<file path="config.mk">
export PLATFORM = sky130hd
export DESIGN_NAME = bus_responder
export DESIGN_NICKNAME = d
export VERILOG_FILES = /design/src/rtl/cc_bus_pkg.sv /design/src/rtl/sync2.sv /design/src/rtl/bus_responder.sv
export SDC_FILE = /design/constraint.sdc
export NUM_CORES = 1
export LEC_CHECK = 0
export BUFFER_PORTS_ARGS = -buffer_cell sky130_fd_sc_hd__buf_4
export CORE_MARGIN = 2
export CORE_UTILIZATION = 43
export DETAILED_ROUTE_END_ITERATION = 10
export PLACE_DENSITY = 0.77
export SLEW_MARGIN = 10
export SYNTH_ARGS = -nofsm -noshare
export SYNTH_HDL_FRONTEND = slang
export SYNTH_SLANG_ARGS = --single-unit
</file>
<file path="constraint.sdc">
create_clock -name clk -period 1.55 [get_ports clk]
set_clock_uncertainty 0.15 [all_clocks]
set_input_delay 0.465 -clock clk [delete_from_list [all_inputs] [get_ports clk]]
set_output_delay 0.465 -clock clk [all_outputs]
set_load 0.02 [all_outputs]
</file>
<file path="src/rtl/cc_bus_pkg.sv">
// rtl/cc_bus_pkg.sv - address map constants and watchdog state encoding for bus_responder
// Contents: CPU address-range bounds, watchdog FSM state type, range helper.
package cc_bus_pkg;

    localparam logic [15:0] RAM_HI    = 16'h8FFF;
    localparam logic [15:0] IO_LO     = 16'h9000;
    localparam logic [15:0] IO_HI     = 16'h9FFF;
    localparam logic [15:0] INTACK_LO = 16'h9E00;
    localparam logic [15:0] INTACK_HI = 16'h9E7F;
    localparam logic [15:0] WDOG_LO   = 16'h9E80;
    localparam logic [15:0] WDOG_HI   = 16'h9EFF;
    localparam logic [15:0] ROM_LO    = 16'hA000;

    typedef enum logic {
        WD_RUN  = 1'b0,
        WD_FIRE = 1'b1
    } wd_state_t;

    function automatic logic in_range(input logic [15:0] a,
                                      input logic [15:0] lo,
                                      input logic [15:0] hi);
        return (a >= lo) && (a <= hi);
    endfunction

endpackage

</file>
<file path="src/rtl/sync2.sv">
// rtl/sync2.sv - two-flop synchroniser
// Ports: clk, rst_n (async active-low), d (asynchronous input), q (synchronised output).
module sync2 (
    input  logic clk,
    input  logic rst_n,
    input  logic d,
    output logic q
);

    logic meta;

    always_ff @(posedge clk or negedge rst_n) begin
        if (!rst_n) begin
            meta <= 1'b0;
            q    <= 1'b0;
        end else begin
            meta <= d;
            q    <= meta;
        end
    end

endmodule

</file>
<file path="src/rtl/bus_responder.sv">
// rtl/bus_responder.sv - CPU address decode, interrupt acknowledge strobe, IRQ clock and VBLANK watchdog
// Ports: clk, RESETn (async active-low); BA/BRWn/WRITEn CPU bus; VBLANK, V32 video timing;
//        RAMSELn/IOSELn/ROMSELn selects; INTACKn ack pulse; IRQCK interrupt clock; WDRESETn watchdog reset.
module bus_responder #(
    parameter int WDOG_LIMIT = 8,
    parameter int WDRST_LEN  = 16
) (
    input  logic        clk,
    input  logic        RESETn,
    input  logic [15:0] BA,
    input  logic        BRWn,
    input  logic        WRITEn,
    input  logic        VBLANK,
    input  logic        V32,
    output logic        RAMSELn,
    output logic        IOSELn,
    output logic        ROMSELn,
    output logic        INTACKn,
    output logic        IRQCK,
    output logic        WDRESETn
);

    import cc_bus_pkg::*;

    localparam logic [3:0] LIMIT      = 4'(WDOG_LIMIT);
    localparam logic [4:0] TIMER_LAST = 5'(WDRST_LEN - 1);

    logic      is_intack;
    logic      is_wdog;
    logic      write_q;
    logic      write_evt;
    logic      vb_sync;
    logic      vb_prev;
    logic      vb_rise;
    logic      wdog_evt;
    wd_state_t state;
    logic [3:0] wd_count;
    logic [4:0] wd_timer;

    // The two strobe windows sit inside the I/O page and steal it from IOSELn.
    always_comb begin
        is_intack = in_range(BA, INTACK_LO, INTACK_HI);
        is_wdog   = in_range(BA, WDOG_LO, WDOG_HI);
        RAMSELn   = !(BA <= RAM_HI);
        IOSELn    = !(in_range(BA, IO_LO, IO_HI) && !is_intack && !is_wdog);
        ROMSELn   = !(BA >= ROM_LO);
    end

    // Falling edge of the write strobe; held-low strobes yield a single event.
    assign write_evt = write_q && !WRITEn && !BRWn;
    assign wdog_evt  = write_evt && is_wdog;
    assign vb_rise   = vb_sync && !vb_prev;

    always_ff @(posedge clk or negedge RESETn) begin
        if (!RESETn) begin
            write_q <= 1'b1;
            INTACKn <= 1'b1;
            vb_prev <= 1'b0;
        end else begin
            write_q <= WRITEn;
            INTACKn <= !(write_evt && is_intack);
            vb_prev <= vb_sync;
        end
    end

    sync2 u_sync_v32 (
        .clk   (clk),
        .rst_n (RESETn),
        .d     (V32),
        .q     (IRQCK)
    );

    sync2 u_sync_vblank (
        .clk   (clk),
        .rst_n (RESETn),
        .d     (VBLANK),
        .q     (vb_sync)
    );

    // Watchdog: a kick clears the count; reaching the limit fires a fixed-width reset pulse.
    always_ff @(posedge clk or negedge RESETn) begin
        if (!RESETn) begin
            state    <= WD_RUN;
            wd_count <= 4'd0;
            wd_timer <= 5'd0;
            WDRESETn <= 1'b1;
        end else begin
            case (state)
                WD_RUN: begin
                    if (wdog_evt) begin
                        wd_count <= 4'd0;
                    end else if (vb_rise && (wd_count < LIMIT)) begin
                        wd_count <= wd_count + 4'd1;
                        if (wd_count + 4'd1 == LIMIT) begin
                            state    <= WD_FIRE;
                            wd_timer <= 5'd0;
                            WDRESETn <= 1'b0;
                        end
                    end
                end
                WD_FIRE: begin
                    if (wd_timer == TIMER_LAST) begin
                        state    <= WD_RUN;
                        wd_count <= 4'd0;
                        wd_timer <= 5'd0;
                        WDRESETn <= 1'b1;
                    end else begin
                        wd_timer <= wd_timer + 5'd1;
                    end
                end
                default: state <= WD_RUN;
            endcase
        end
    end

endmodule

</file>
=== Yosys cells after proc, flatten, opt, wreduce, memory -nomap -nowiden ===
Index checks and enable logic that the tools add are counted.

* Output and inout bits: 6
* Register bits: 18

* Equality and inequality tests: 7
* Add/subtract/negate cells: 2
* Muxes and demuxes: 19
* Bitwise operators: 1
* Reductions and logical operators: 23
* $lt $le $gt $ge: 9

{| class="wikitable"
|+ Operator list
! operator !! count
|-
| greater-or-equal comparator 16 bit, second input constant || 4
|-
| less-or-equal comparator 16 bit, second input constant || 4
|-
| two-way mux 5 bit || 4
|-
| two-way mux 4 bit || 3
|-
| logical AND 1 bit || 11
|-
| one-hot mux 5 bit (2 select lines) || 1
|-
| zero test 1 bit || 9
|-
| two-way mux 1 bit || 8
|-
| one-hot mux 4 bit (2 select lines) || 1
|-
| inequality test 2 bit, second input constant || 3
|-
| adder 5 x 1 -> 5 bit, second input constant || 1
|-
| == test 5 x 4 -> 1 bit, second input constant || 1
|-
| adder 4 x 1 -> 4 bit, second input constant || 1
|-
| == test 4 bit, second input constant || 1
|-
| < comparator 4 bit, second input constant || 1
|-
| one-hot mux 1 bit (2 select lines) || 2
|-
| AND reduction 4 bit || 1
|-
| inequality test 3 bit, second input constant || 1
|-
| AND reduction 3 bit || 1
|-
| inequality test 2 x 1 -> 1 bit, second input constant || 1
|-
| AND reduction 2 bit || 1
|-
| inverter 1 bit || 1
|}

=== Depth between registers and ports, before layout ===
* Depth in word-level cells: 6
* Mapped depth: 5
* Mapped depth without buffers: 5

=== Hierarchy ===
Synthesis repeated with hierarchy kept, for this count alone.

* Cells, all modules: 74
* Area, all modules: 860.8 um2

{| class="wikitable"
|+ Modules (own cells, without submodules)
! module !! cells an instance !! area each (um2) !! sequential area each (um2) !! instances
|-
| bus_responder || 70 || 760.7 || 354.1 || 1
|-
| sync2 || 2 || 50.0 || 50.0 || 2
|}

=== Worst setup path after synthesis ===
No wires, ideal clock.

* Path type: input to output
* From: input port BA[14]
* To: output port IOSELn
* Arrival time: 1.356 ns
* Data required time: 0.935 ns
* Buffers on the path: 0
* Slack: -0.421 ns
* Cell stages on the path: 2
* Cell sequence: o21ai_0 > nand3_1

* Cells in the longest elaborated chain, start to end: 6
* Elaborated cells on any way between the ends: 14
* Those cells by class: 6 x order compare; 8 x reduce/logical

{| class="wikitable"
|+ Ends and longest elaborated chain
! item !! RTL line !! RTL
|-
| from (decl) || bus_responder.sv:10 || <nowiki>input logic [15:0] BA,</nowiki>
|-
| greater-or-equal comparator 16 bit or less-or-equal comparator 16 bit (tied branches) || cc_bus_pkg.sv:22 || <nowiki>return (a >= lo) && (a <= hi);</nowiki>
|-
| logical AND 1 bit || cc_bus_pkg.sv:22 ||
|-
| zero test 1 bit || bus_responder.sv:45 || <nowiki>IOSELn = !(in_range(BA, IO_LO, IO_HI) && !is_intack && !is_wdog);</nowiki>
|-
| logical AND 1 bit || bus_responder.sv:45 ||
|-
| logical AND 1 bit * || bus_responder.sv:45 ||
|-
| zero test 1 bit * || bus_responder.sv:45 ||
|-
| to (decl) || bus_responder.sv:16 || <nowiki>output logic IOSELn,</nowiki>
|}

Every way passes the cells marked *; elsewhere a longest branch is shown, timed or not.

=== Worst setup path in the final report ===
* From: input port BA[13]
* To: output port IOSELn

The elaborated chain is that of the path after synthesis.

==> run_results.csv <==
group,metric,value,unit
run_status,status,"finished with violations",
run_status,violations,"negative setup slack",
die,core,0.001764,mm2
die,start_util,46.45,%
die,dieArea,0.002271,mm2
global_route,grt_first_pass_wirelength,3.298,mm
clocking,cts_root_buffer,"clkbuf_4",
logic_synthesis,synth-edff-count,0,
logic_synthesis,syn_inst,71,
finish,fill_cells,110,
sta,clock.fmax,564.6,MHz
finish,syn_to_final_growth,68.24,%
global_route,grt_pass1_vias,767,
die,dieHeight,47.66,um
setup_path,cpPeakStageDelay,340,ps
setup_path,path_class,"in -> out",
die,die_w,47.66,um
finish,regArea,455.4,um2
global_route,grt_antenna_before_repair,0,
logic_synthesis,synth-seq-area-share,55.42,%
setup_path,worstSetupStartpointType,"primary input",
clocking,clock_latency,300,ps
min_path,min_path_type,"in -> reg",
logic_synthesis,syn_avg_cell_area,11.54,um2
logic_synthesis,synth.most_common_cell,"dfrtp_1",
setup_path,cp_max_fo,3,
drt,via_count,791,
finish,stdcell_count,140,
drt,wire_per_inst,16.67,um
setup_path,cp.depth,5,
drt,vias_per_cell,5.650,
global_route,grt_usage,21.63,%
sta,fin_crit_sh,114.3,%
sta,rsz0062_at_grt,"yes",
global_route,grt_max_degree,19,
logic_synthesis,synth_ff_type,"dfrtp_1",
drt,drc_errors,0,
sta,setup_viol,12,
pwr,ir_drop,0.001019,V
sta,slew_headroom,83.00,%
placed_design,placed_cells_incl_taps,127,
drt,drt_iter0_drc,21,
die,io_pins,28,
sta,finalHoldViolCount,0,
setup_path,worstSetupEndpointType,"output port",
sta,timing.final.ws_setup,-221.1,ps
setup_path,slowest_stage,"and4bb_4",
setup_path,cp.arrival,1160,ps
job,cap_violations,0,
sta,tightest_slew,254.3,ps
finish,multi_input_area,504.2,um2
logic_synthesis,synth_area_leader_cell,"dfrtp_1",
placed_design,place_area,0.001110,mm2
sta,report.final.slew_viol_count,0,
logic_synthesis,synth_top_area_share,45.80,%
placed_design,dp_worst_setup_slack,-274.3,ps
placed_design,dp_hpwl,1.372,mm
sta,final.setup.tns,-870.1,ps
logic_synthesis,synth_commonest_cells,"dfrtp_1, nand2_1, nand3_1",
setup_path,cp_top_family,"simple AND/OR/NAND/NOR gates",
logic_synthesis,syn-cell-area,819.5,um2
logic_synthesis,syn-num-nets,95,
clocking,h-tree-depth,1,
logic_synthesis,ys_seq_elements,18,
setup_path,critPathRequiredTime,930,ps
finish,diodes,0,
clocking,cts_sinks,18,
placed_design,port_buffers,20,
placed_design,gp_congestion,0.7751,
pwr,p_per_area,1174,mW/mm2
setup_path,critPathBufInv,2,
pwr,power,1.618,mW
drt,dr.pass1.iters,4,
finish,drive_gt1_share,63.48,%
clocking,path_clk_slew,90,ps
sta,period_needed,1771,ps
clocking,cts_buffers,3,
global_route,overflow,0,
setup_path,path_common_cell,"buf_6",
pwr,p_leak,0.6124,nW
logic_synthesis,synth.area.top_cells,"dfrtp_1, dfstp_2, nand2_1",
logic_synthesis,async_flop_share,100.0,%
clocking,max-clock-path-buffers,2,
drt,final_antenna_net_count,0,
logic_synthesis,synth.distinct_cells,34,
setup_path,r2r_cells,5,
drt,wl,2.334,mm
clocking,cts_tree,"done",
logic_synthesis,yosys_warnings,0,
die,num_rows,15,
finish,finalInstanceArea,0.001379,mm2
min_path,hold_depth,1,
setup_path,path_cells,"buf_6, and4bb_4, nand2_4, nand3_4, buf_6",
finish,fin_nets,140,
[state kept, by name, indices dropped and copies added, names as in the netlist]
| name | cells |
|---|---|
| wd_timer | 5 |
| wd_count | 4 |
| INTACKn | 1 |
| WDRESETn | 1 |
| state | 1 |
| u_sync_v32.meta | 1 |
| u_sync_v32.q | 1 |
| u_sync_vblank.meta | 1 |
| u_sync_vblank.q | 1 |
| vb_prev | 1 |
| write_q | 1 |
[layout by cell type, fill, tap and decap left out, types with 2 or more instances in the layout]
cell	count
buf_4	30
buf_6	10
clkbuf_4	3
dfrtp_1	14
dfstp_2	3
nand2_1	5
nand3_2	2
nand3_4	2
nor2_1	2
nor3b_2	2
o211ai_1	2
o21a_1	2
o21ai_1	2
or3_4	2
[per-stage QoR]
step                      util, %  hold slack (ps)
after global routing        78.16            103.6
after CTS                   68.94            121.4
after global placement      62.91            187.0
final                       78.16            126.7
after detailed placement    62.91            186.5
after floorplan                 -            19.41
[per-layer routing]
metal	track usage (%)	wire (um)	up-vias
li1	-	-	360
met1	25.96	995	376
met2	35.41	1111	43
met3	7.170	142	12
met4	9.730	84	0
met5	0	0	-
[final cells by class]
type | count | area share (%)
Tap cell | 25 | 2.269
Clock buffer | 4 | 2.632
Multi-Input combinational cell | 51 | 36.57
Timing Repair Buffer | 41 | 25.23
Inverter | 1 | 0.2722
Sequential cell | 18 | 33.03
[final timing paths]
| check | start | endpoint | slack [ps] |
|---|---|---|---|
| min in group asynchronous | RESETn | wd_timer[0]$_DFFE_PN0P_ | 400 |
| min reg2reg | u_sync_v32.meta$_DFF_PN0_ | u_sync_v32.q$_DFF_PN0_ | 190 |
| min | V32 | u_sync_v32.meta$_DFF_PN0_ | 130 |
| max in group asynchronous | RESETn | write_q$_DFF_PN1_ | 580 |
| max | BA[13] | IOSELn | -220 |
| max reg2reg | write_q$_DFF_PN1_ | wd_timer[4]$_DFFE_PN0P_ | -80 |
[worst register-to-register path: cells and delay by family (launching register included)]
kind                   cells  cell delay [ps]
buffers and inverters      1              150
AOI/OAI and AO/OA          1              130
and+or+nand+nor            3              740
DFF                        1              360
[kinds of logic (layout without fill, tap and decap cells)]
kind of cell               Yosys count  count (layout)  synth area share, %
xor gates and xnor gates             1               1                1.069
DFF                                 18              18                55.42
adders and majority gates            2               2                3.053
AOI/OAI and AO/OA                   21              21                18.93
buffers and inverters                2              46                1.374
and+or+nand+nor                     27              27                20.15
[power breakdown]
part / internal, mW / switching (mW) / total (mW)
sequential: 0.583 / 0.0950 / 0.678
clock: 0.143 / 0.145 / 0.288
combinational: 0.348 / 0.304 / 0.652
total: 1.07 / 0.544 / 1.62
[what timing repair did]
item | CTS | global route
hold endpoints to repair | 15 | 0
resized for setup | 12 | 25
pin swaps | 5 | 19
endpoints found under the setup margin | 11 | 16
hold buffers | 1 | 0
setup buffers | 1 | 7
No activity file was read; power rests on OpenSTA's default activity.
